File: config.mk
export PLATFORM = sky130hd
export DESIGN_NAME = yuv_encoder
export DESIGN_NICKNAME = d
export VERILOG_FILES = /design/src/rtl/yuv_encoder_pkg.sv /design/src/rtl/yuv_encoder_csc_pixel.sv /design/src/rtl/yuv_encoder.sv
export SDC_FILE = /design/constraint.sdc
export NUM_CORES = 2
export LEC_CHECK = 0
export CAP_MARGIN = 20
export CORE_AREA = 2 2 246 248
export CTS_CLUSTER_DIAMETER = 50
export DETAILED_ROUTE_END_ITERATION = 6
export DIE_AREA = 0 0 248 250
export GPL_TIMING_DRIVEN = 1
export PLACE_DENSITY_LB_ADDON = 0.15
export SYNTH_ARGS = -nofsm -noshare
export SYNTH_HDL_FRONTEND = slang
export SYNTH_SLANG_ARGS = --single-unit
File: constraint.sdc
create_clock -name CLOCK_50_I -period 9.4 [get_ports CLOCK_50_I]
set_clock_uncertainty 0.05 [all_clocks]
set_input_delay 0.94 -clock CLOCK_50_I [delete_from_list [all_inputs] [get_ports CLOCK_50_I]]
set_output_delay 0.94 -clock CLOCK_50_I [all_outputs]
set_load 0.05 [all_outputs]
File: src/rtl/yuv_encoder_pkg.sv
// rtl/yuv_encoder_pkg.sv - state encoding, matrix coefficients, rounding helpers and default addresses for yuv_encoder
package yuv_encoder_pkg;

    typedef logic [1:0] enc_state_t;
    localparam enc_state_t ST_IDLE  = 2'd0;
    localparam enc_state_t ST_LOOP  = 2'd1;
    localparam enc_state_t ST_DRAIN = 2'd2;

    // RGB-to-YUV matrix, scaled by 2^16
    localparam int signed CY_R = 16843;
    localparam int signed CY_G = 33030;
    localparam int signed CY_B = 6423;
    localparam int signed CU_R = -9699;
    localparam int signed CU_G = -19071;
    localparam int signed CU_B = 28770;
    localparam int signed CV_R = 28770;
    localparam int signed CV_G = -24117;
    localparam int signed CV_B = -4653;

    localparam int signed Y_OFFSET  = 16 * 65536;
    localparam int signed UV_OFFSET = 128 * 65536;
    localparam int signed RND_HALF  = 32768;
    localparam int signed RND_AVG   = 65536;

    localparam int DEF_IMG_PIXELS = 76800;
    localparam int DEF_Y_BASE     = 0;
    localparam int DEF_U_BASE     = 38400;
    localparam int DEF_V_BASE     = 57600;
    localparam int DEF_RGB_BASE   = 146944;

    function automatic logic [7:0] clip_u8(input logic signed [31:0] v);
        if (v < 0) begin
            return 8'd0;
        end else if (v > 255) begin
            return 8'd255;
        end else begin
            return v[7:0];
        end
    endfunction

    // Single-pixel rounding: clip((acc + 2^15) >>> 16)
    function automatic logic [7:0] round_clip(input logic signed [31:0] acc);
        logic signed [31:0] t;
        t = (acc + RND_HALF) >>> 16;
        return clip_u8(t);
    endfunction

    // Pair average: clip((a + b + 2^16) >>> 17)
    function automatic logic [7:0] avg_round_clip(input logic signed [31:0] a,
                                                  input logic signed [31:0] b);
        logic signed [31:0] t;
        t = (a + b + RND_AVG) >>> 17;
        return clip_u8(t);
    endfunction

endpackage

File: src/rtl/yuv_encoder_csc_pixel.sv
// rtl/yuv_encoder_csc_pixel.sv - registered RGB-to-YUV matrix, accumulators valid 2 cycles after rgb_i
module csc_pixel
    import yuv_encoder_pkg::*;
(
    input  logic               clk_i,
    input  logic               rst_i,
    input  logic [23:0]        rgb_i,
    input  logic               uv_en_i,
    output logic signed [31:0] y_acc_o,
    output logic signed [31:0] u_acc_o,
    output logic signed [31:0] v_acc_o
);

    logic [23:0]        rgb_q;
    logic               uv_en_q;
    logic signed [31:0] r_s, g_s, b_s;
    logic signed [31:0] y_d, u_d, v_d;
    logic signed [31:0] y_q, u_q, v_q;

    assign r_s = $signed({24'd0, rgb_q[23:16]});
    assign g_s = $signed({24'd0, rgb_q[15:8]});
    assign b_s = $signed({24'd0, rgb_q[7:0]});

    assign y_d = CY_R * r_s + CY_G * g_s + CY_B * b_s + Y_OFFSET;
    assign u_d = CU_R * r_s + CU_G * g_s + CU_B * b_s + UV_OFFSET;
    assign v_d = CV_R * r_s + CV_G * g_s + CV_B * b_s + UV_OFFSET;

    // Stage 1: capture the pixel and whether its chroma is wanted
    always_ff @(posedge clk_i) begin
        if (rst_i) begin
            rgb_q   <= '0;
            uv_en_q <= 1'b0;
        end else begin
            rgb_q   <= rgb_i;
            uv_en_q <= uv_en_i;
        end
    end

    // Stage 2: register the products; chroma holds when not wanted so its multipliers stay idle
    always_ff @(posedge clk_i) begin
        if (rst_i) begin
            y_q <= '0;
            u_q <= '0;
            v_q <= '0;
        end else begin
            y_q <= y_d;
            if (uv_en_q) begin
                u_q <= u_d;
                v_q <= v_d;
            end
        end
    end

    assign y_acc_o = y_q;
    assign u_acc_o = u_q;
    assign v_acc_o = v_q;

endmodule

File: src/rtl/yuv_encoder.sv
// rtl/yuv_encoder.sv - SRAM RGB to planar subsampled YUV encoder; YUV_ENC_UV_AVG_EN selects pair-averaged chroma
module yuv_encoder
    import yuv_encoder_pkg::*;
#(
    parameter int IMG_PIXELS = DEF_IMG_PIXELS,
    parameter int Y_BASE     = DEF_Y_BASE,
    parameter int U_BASE     = DEF_U_BASE,
    parameter int V_BASE     = DEF_V_BASE,
    parameter int RGB_BASE   = DEF_RGB_BASE
)(
    input  logic        CLOCK_50_I,
    input  logic        Reset,
    input  logic        enc_start,
    output logic        enc_done,
    output logic [17:0] SRAM_address,
    output logic [15:0] SRAM_write_data,
    output logic        SRAM_we_n,
    input  logic [15:0] SRAM_read_data
);

    localparam int          GROUPS   = IMG_PIXELS / 4;
    localparam logic [16:0] LAST_GRP = 17'(GROUPS - 1);

    enc_state_t  state_q, state_d;
    logic [3:0]  slot_q, slot_d;
    logic [16:0] grp_q, grp_d;
    logic [17:0] addr_q, addr_d;
    logic [15:0] wdata_q, wdata_d;
    logic        we_n_q, we_n_d;
    logic        done_q, done_d;

    logic [17:0] grp_rgb, wg, wr_addr;
    logic [15:0] wr_word;

    logic [15:0]        hold_q;
    logic               pix_head, csc_uv_en;
    logic [23:0]        csc_rgb;
    logic signed [31:0] y_acc, u_acc, v_acc;
    logic signed [31:0] st_ue_q, st_ve_q;
    logic [7:0]         st_y0_q, st_y1_q, st_y2_q, st_u0_q, st_v0_q;
    logic [7:0]         y_byte, u_pair, v_pair;
    logic [15:0]        wr_y0_q, wr_y1_q, wr_u_q, wr_v_q;

    // Group k reads RGB words 6k..6k+5; writes in iteration k belong to group k-1
    assign grp_rgb = 18'(RGB_BASE) + 18'(grp_q) * 18'd6;
    assign wg      = 18'(grp_q) - 18'd1;

    // Address and data of the write slot that follows the current slot (slots 6..9)
    always_comb begin
        wr_addr = 18'(V_BASE) + wg;
        wr_word = wr_v_q;
        case (slot_q)
            4'd5: begin wr_addr = 18'(Y_BASE) + (wg << 1);         wr_word = wr_y0_q; end
            4'd6: begin wr_addr = 18'(Y_BASE) + (wg << 1) + 18'd1; wr_word = wr_y1_q; end
            4'd7: begin wr_addr = 18'(U_BASE) + wg;                wr_word = wr_u_q;  end
            default: ;
        endcase
    end

    // Sequencer: 10-slot iterations, 6 reads then 4 writes; outputs are computed one slot ahead
    always_comb begin
        state_d = state_q;
        slot_d  = slot_q;
        grp_d   = grp_q;
        addr_d  = addr_q;
        wdata_d = wdata_q;
        we_n_d  = 1'b1;
        done_d  = done_q;
        case (state_q)
            ST_IDLE: begin
                if (enc_start) begin
                    state_d = ST_LOOP;
                    slot_d  = 4'd0;
                    grp_d   = '0;
                    addr_d  = 18'(RGB_BASE);
                    done_d  = 1'b0;
                end
            end
            ST_LOOP, ST_DRAIN: begin
                if (slot_q == 4'd9) begin
                    slot_d = 4'd0;
                    if (state_q == ST_DRAIN) begin
                        state_d = ST_IDLE;
                        done_d  = 1'b1;
                    end else begin
                        grp_d = grp_q + 17'd1;
                        if (grp_q == LAST_GRP) begin
                            state_d = ST_DRAIN;
                        end else begin
                            addr_d = grp_rgb + 18'd6;
                        end
                    end
                end else begin
                    slot_d = slot_q + 4'd1;
                    if (slot_q < 4'd5) begin
                        if (state_q == ST_LOOP) begin
                            addr_d = grp_rgb + 18'(slot_q) + 18'd1;
                        end
                    end else if (grp_q != 17'd0) begin
                        addr_d  = wr_addr;
                        wdata_d = wr_word;
                        we_n_d  = 1'b0;
                    end
                end
            end
            default: state_d = ST_IDLE;
        endcase
    end

    // Control and SRAM port registers
    always_ff @(posedge CLOCK_50_I) begin
        if (Reset) begin
            state_q <= ST_IDLE;
            slot_q  <= 4'd0;
            grp_q   <= '0;
            addr_q  <= 18'(RGB_BASE);
            wdata_q <= 16'd0;
            we_n_q  <= 1'b1;
            done_q  <= 1'b0;
        end else begin
            state_q <= state_d;
            slot_q  <= slot_d;
            grp_q   <= grp_d;
            addr_q  <= addr_d;
            wdata_q <= wdata_d;
            we_n_q  <= we_n_d;
            done_q  <= done_d;
        end
    end

    // Read data lands 3 slots after its address: words 0..5 arrive in slots 3..8.
    // Pixels 0 and 2 complete in slots 4 and 7 from the held word plus the new high byte;
    // pixels 1 and 3 complete in slots 5 and 8 from the held low byte plus the new word.
    assign pix_head = (slot_q == 4'd4) || (slot_q == 4'd7);
    assign csc_rgb  = pix_head ? {hold_q, SRAM_read_data[15:8]}
                               : {hold_q[7:0], SRAM_read_data};

`ifdef YUV_ENC_UV_AVG_EN
    assign csc_uv_en = 1'b1;
    assign u_pair    = avg_round_clip(st_ue_q, u_acc);
    assign v_pair    = avg_round_clip(st_ve_q, v_acc);
`else
    assign csc_uv_en = pix_head;
    assign u_pair    = round_clip(st_ue_q);
    assign v_pair    = round_clip(st_ve_q);
`endif

    assign y_byte = round_clip(y_acc);

    csc_pixel u_csc (
        .clk_i   (CLOCK_50_I),
        .rst_i   (Reset),
        .rgb_i   (csc_rgb),
        .uv_en_i (csc_uv_en),
        .y_acc_o (y_acc),
        .u_acc_o (u_acc),
        .v_acc_o (v_acc)
    );

    // Collect pixel results (slots 6, 7, 9 and next slot 0) and pack the four output words in slot 0
    always_ff @(posedge CLOCK_50_I) begin
        hold_q <= SRAM_read_data;
        case (slot_q)
            4'd6: begin st_y0_q <= y_byte; st_ue_q <= u_acc;  st_ve_q <= v_acc;  end
            4'd7: begin st_y1_q <= y_byte; st_u0_q <= u_pair; st_v0_q <= v_pair; end
            4'd9: begin st_y2_q <= y_byte; st_ue_q <= u_acc;  st_ve_q <= v_acc;  end
            4'd0: begin
                wr_y0_q <= {st_y0_q, st_y1_q};
                wr_y1_q <= {st_y2_q, y_byte};
                wr_u_q  <= {st_u0_q, u_pair};
                wr_v_q  <= {st_v0_q, v_pair};
            end
            default: ;
        endcase
    end

    assign enc_done        = done_q;
    assign SRAM_address    = addr_q;
    assign SRAM_write_data = wdata_q;
    assign SRAM_we_n       = we_n_q;

endmodule

==> impl_metrics.json <==
{
  "async_reset_ff_frac": 0,
  "grt.overflow.total": 0,
  "wl_met2_um": 43600,
  "r2r_cells": 30,
  "drv_cap": 0,
  "cts_tree": "yes",
  "drcViolationCount": 0,
  "yosysTopAreaCellShare": 0.217,
  "period_share": 0.879,
  "layout-drive-gt1-share": 0.0364,
  "area_growth_pct": 8.35,
  "viasPerCell": 5.67,
  "startpoint_type": "flip-flop",
  "ir_worst_vdd_v": 0.000425,
  "cts.root.buffer_cell": "clkbuf_16",
  "cellPowerDensity_nw_per_um2": 298,
  "ant_nets": 0,
  "cts_hold_buf": 0,
  "wl_met3_um": 4490,
  "p_total_mw": 10.4,
  "dp_hpwl_um": 75900,
  "wl_per_cell_um": 21.0,
  "min_delay_path_depth": 0,
  "synth_flop_cell": "dfxtp_1",
  "pin_count": 55,
  "htreeDepth": 2,
  "p_leak_nw": 16.9,
  "synth_seq_area_share": 0.219,
  "r2r_start": "u_csc.rgb_q[20]",
  "synth.most_common_cell": "inv_1",
  "row_count": 90,
  "synth_nets": 4277,
  "cp_data_required_time_ps": 9740,
  "setup_viol": 0,
  "netlist_top_cells_area": "ha_1 (22%), fa_1 (16%), edfxtp_1 (13%)",
  "crit_top_cell": "inv_1",
  "fmax_mhz": 121,
  "firstDrtPassIters": 5,
  "clkLatencyLatePin_ps": 540,
  "criticalPathCategory": "reg -> reg",
  "via_count": 24400,
  "diodes": 0,
  "r2r-end": "u_csc.u_acc_o[28]",
  "met1_length_um": 38900,
  "start_util": 0.541,
  "n_fill_cell": 5244,
  "drv_slew": 0,
  "grt_pass1_wl_um": 143000,
  "syn_avg_cell_area_um2": 9.37,
  "nets": 4334,
  "synth_area_um2": 32200,
  "endpoint": "u_csc.u_acc_o[28]",
  "synth-edff-count": 138,
  "holdWs_ps": 364,
  "yosysTopAreaCell": "ha_1",
  "hold_viol_final": 0,
  "grt_max_degree": 65,
  "slowest_delay_ps": 780,
  "synthTopCellsByCount": "inv_1 (605), ha_1 (558), fa_1 (263), nand2_1 (209), xnor2_1 (201)",
  "rsz0062_at_grt": "no",
  "cts.clk_slew.worst_paths_ps": 60,
  "synth_seq_cells": 283,
  "worstPathMaxFanout": 11,
  "period_minus_slack_ps": 8260,
  "hold_path.class": "reg -> reg",
  "port_buffers": 54,
  "numClockSinks": 283,
  "grt_pass1_vias": 25400,
  "routed.top_layer": "met5",
  "reg2reg_slack_ps": 1140,
  "cts_inserted_buffers": 34,
  "critical_path.slowest_cell": "dfxtp_1",
  "finish.utilization": 0.586,
  "cts_resized": 0,
  "worstMarginPinSlew_ps": 1030,
  "arrival_ps": 8610,
  "post-cts-setup-buffers": 0,
  "maxSlewHeadroom": 0.312,
  "core_area_um2": 59600,
  "die_x_um": 248,
  "synth_cell_type_count": 91,
  "die_area_um2": 62000,
  "outcome": "complete, no violations",
  "place.gp.congestion": 1.02,
  "die_h_um": 250,
  "setup_tns_ps": 0,
  "postRouteWirelength_um": 90500,
  "first_iter_violations": 1354,
  "antenna_found_initial": 4,
  "grt.total_usage": 0.298,
  "cts.path.max_buffers": 3,
  "end_kind": "flip-flop",
  "cp-startpoint": "u_csc.rgb_q[20]",
  "ys_warn_count": 0,
  "netlist_instances": 3437
}
==> cell type report <==
class	count	area, um^2	area share
clock buffers	46	937	0.0269
clock inverters	16	230	0.00660
inverters	607	2280	0.0653
multi-input cells	2484	22600	0.648
flip-flops and latches	283	7050	0.202
well taps	782	978	0.0280
repair buffers	84	796	0.0228
==> routing by layer <==
| layer | vias up | track usage |
|---|---|---|
| met5 | - | 0 |
| met4 | 4 | 0.102 |
| li1 | 11800 | - |
| met1 | 11900 | 0.388 |
| met2 | 627 | 0.512 |
| met3 | 143 | 0.0333 |
==> where the power goes <==
group          switching (mW)  internal [mW]
combinational            4.51           3.01
clock                   0.551          0.802
sequential             0.0671           1.44
total                    5.13           5.26
==> cells in the final DEF (no fill, tap or decap), drive strengths merged, types with 31 or more instances in the layout <==
cell type and instances:
o21ai 127, xnor2 202, inv 610, o21bai 34
clkbuf 46, xor2 82, mux2i 32, ha 558
clkdlybuf4s50 53, nand3 74, a21oi 198, fa 263
nor3 54, a21o 51, dfxtp 145, nand2 212
nor2 187, buf 31, edfxtp 138, a211oi 37
==> sequential cells by signal, summed over array words and instances (netlist names), 17 cells and up <==
name and flops:
u_csc.v_acc_o 17, SRAM_address 18, grp_q 17, st_ve_q 17
st_ue_q 17, u_csc.u_acc_o 17, u_csc.rgb_q 24
==> cells by family after synthesis <==
group,Yosys count,synth area share
xor+xnor,284,0.0779
compound gates,641,0.128
simple gates,704,0.105
buf+inv,670,0.0794
flops,283,0.219
fa+ha+maj,821,0.380
mux,34,0.0106
==> how the worst min path moves through the flow <==
stage          slack, ps     endpoint        from
2_1_floorplan        350   wr_u_q[10]  st_u0_q[2]
3_3_place_gp         350  wr_y1_q[13]  st_y2_q[5]
3_5_place_dp         350    wr_u_q[8]  st_u0_q[0]
4_1_cts              370  wr_y1_q[14]  st_y2_q[6]
5_1_grt              370  wr_y1_q[14]  st_y2_q[6]
6_report             360  wr_y1_q[14]  st_y2_q[6]
==> metrics by stage <==
| stage | cell area [um^2] | worst slack (ps) | cells |
|---|---|---|---|
| final | 34900 | 1140 | 4302 |
| after global routing | 34900 | 569 | 4302 |
| after CTS | 34900 | 1250 | 4301 |
| after detailed placement | 33700 | 1310 | 4239 |
| after global placement | 33700 | 1460 | 4238 |
| after floorplan | 32200 | 1640 | 3437 |
==> critical path: cells and delay by family (launching register included) <==
kind                       cells  cell delay (ps)
adders and majority gates      7             3140
DFF                            1              780
buffers and inverters          5              490
and+or+nand+nor                6             1110
AOI/OAI and AO/OA             11             2420
xor gates and xnor gates       1              110
Power figures use the tool's default switching activity.
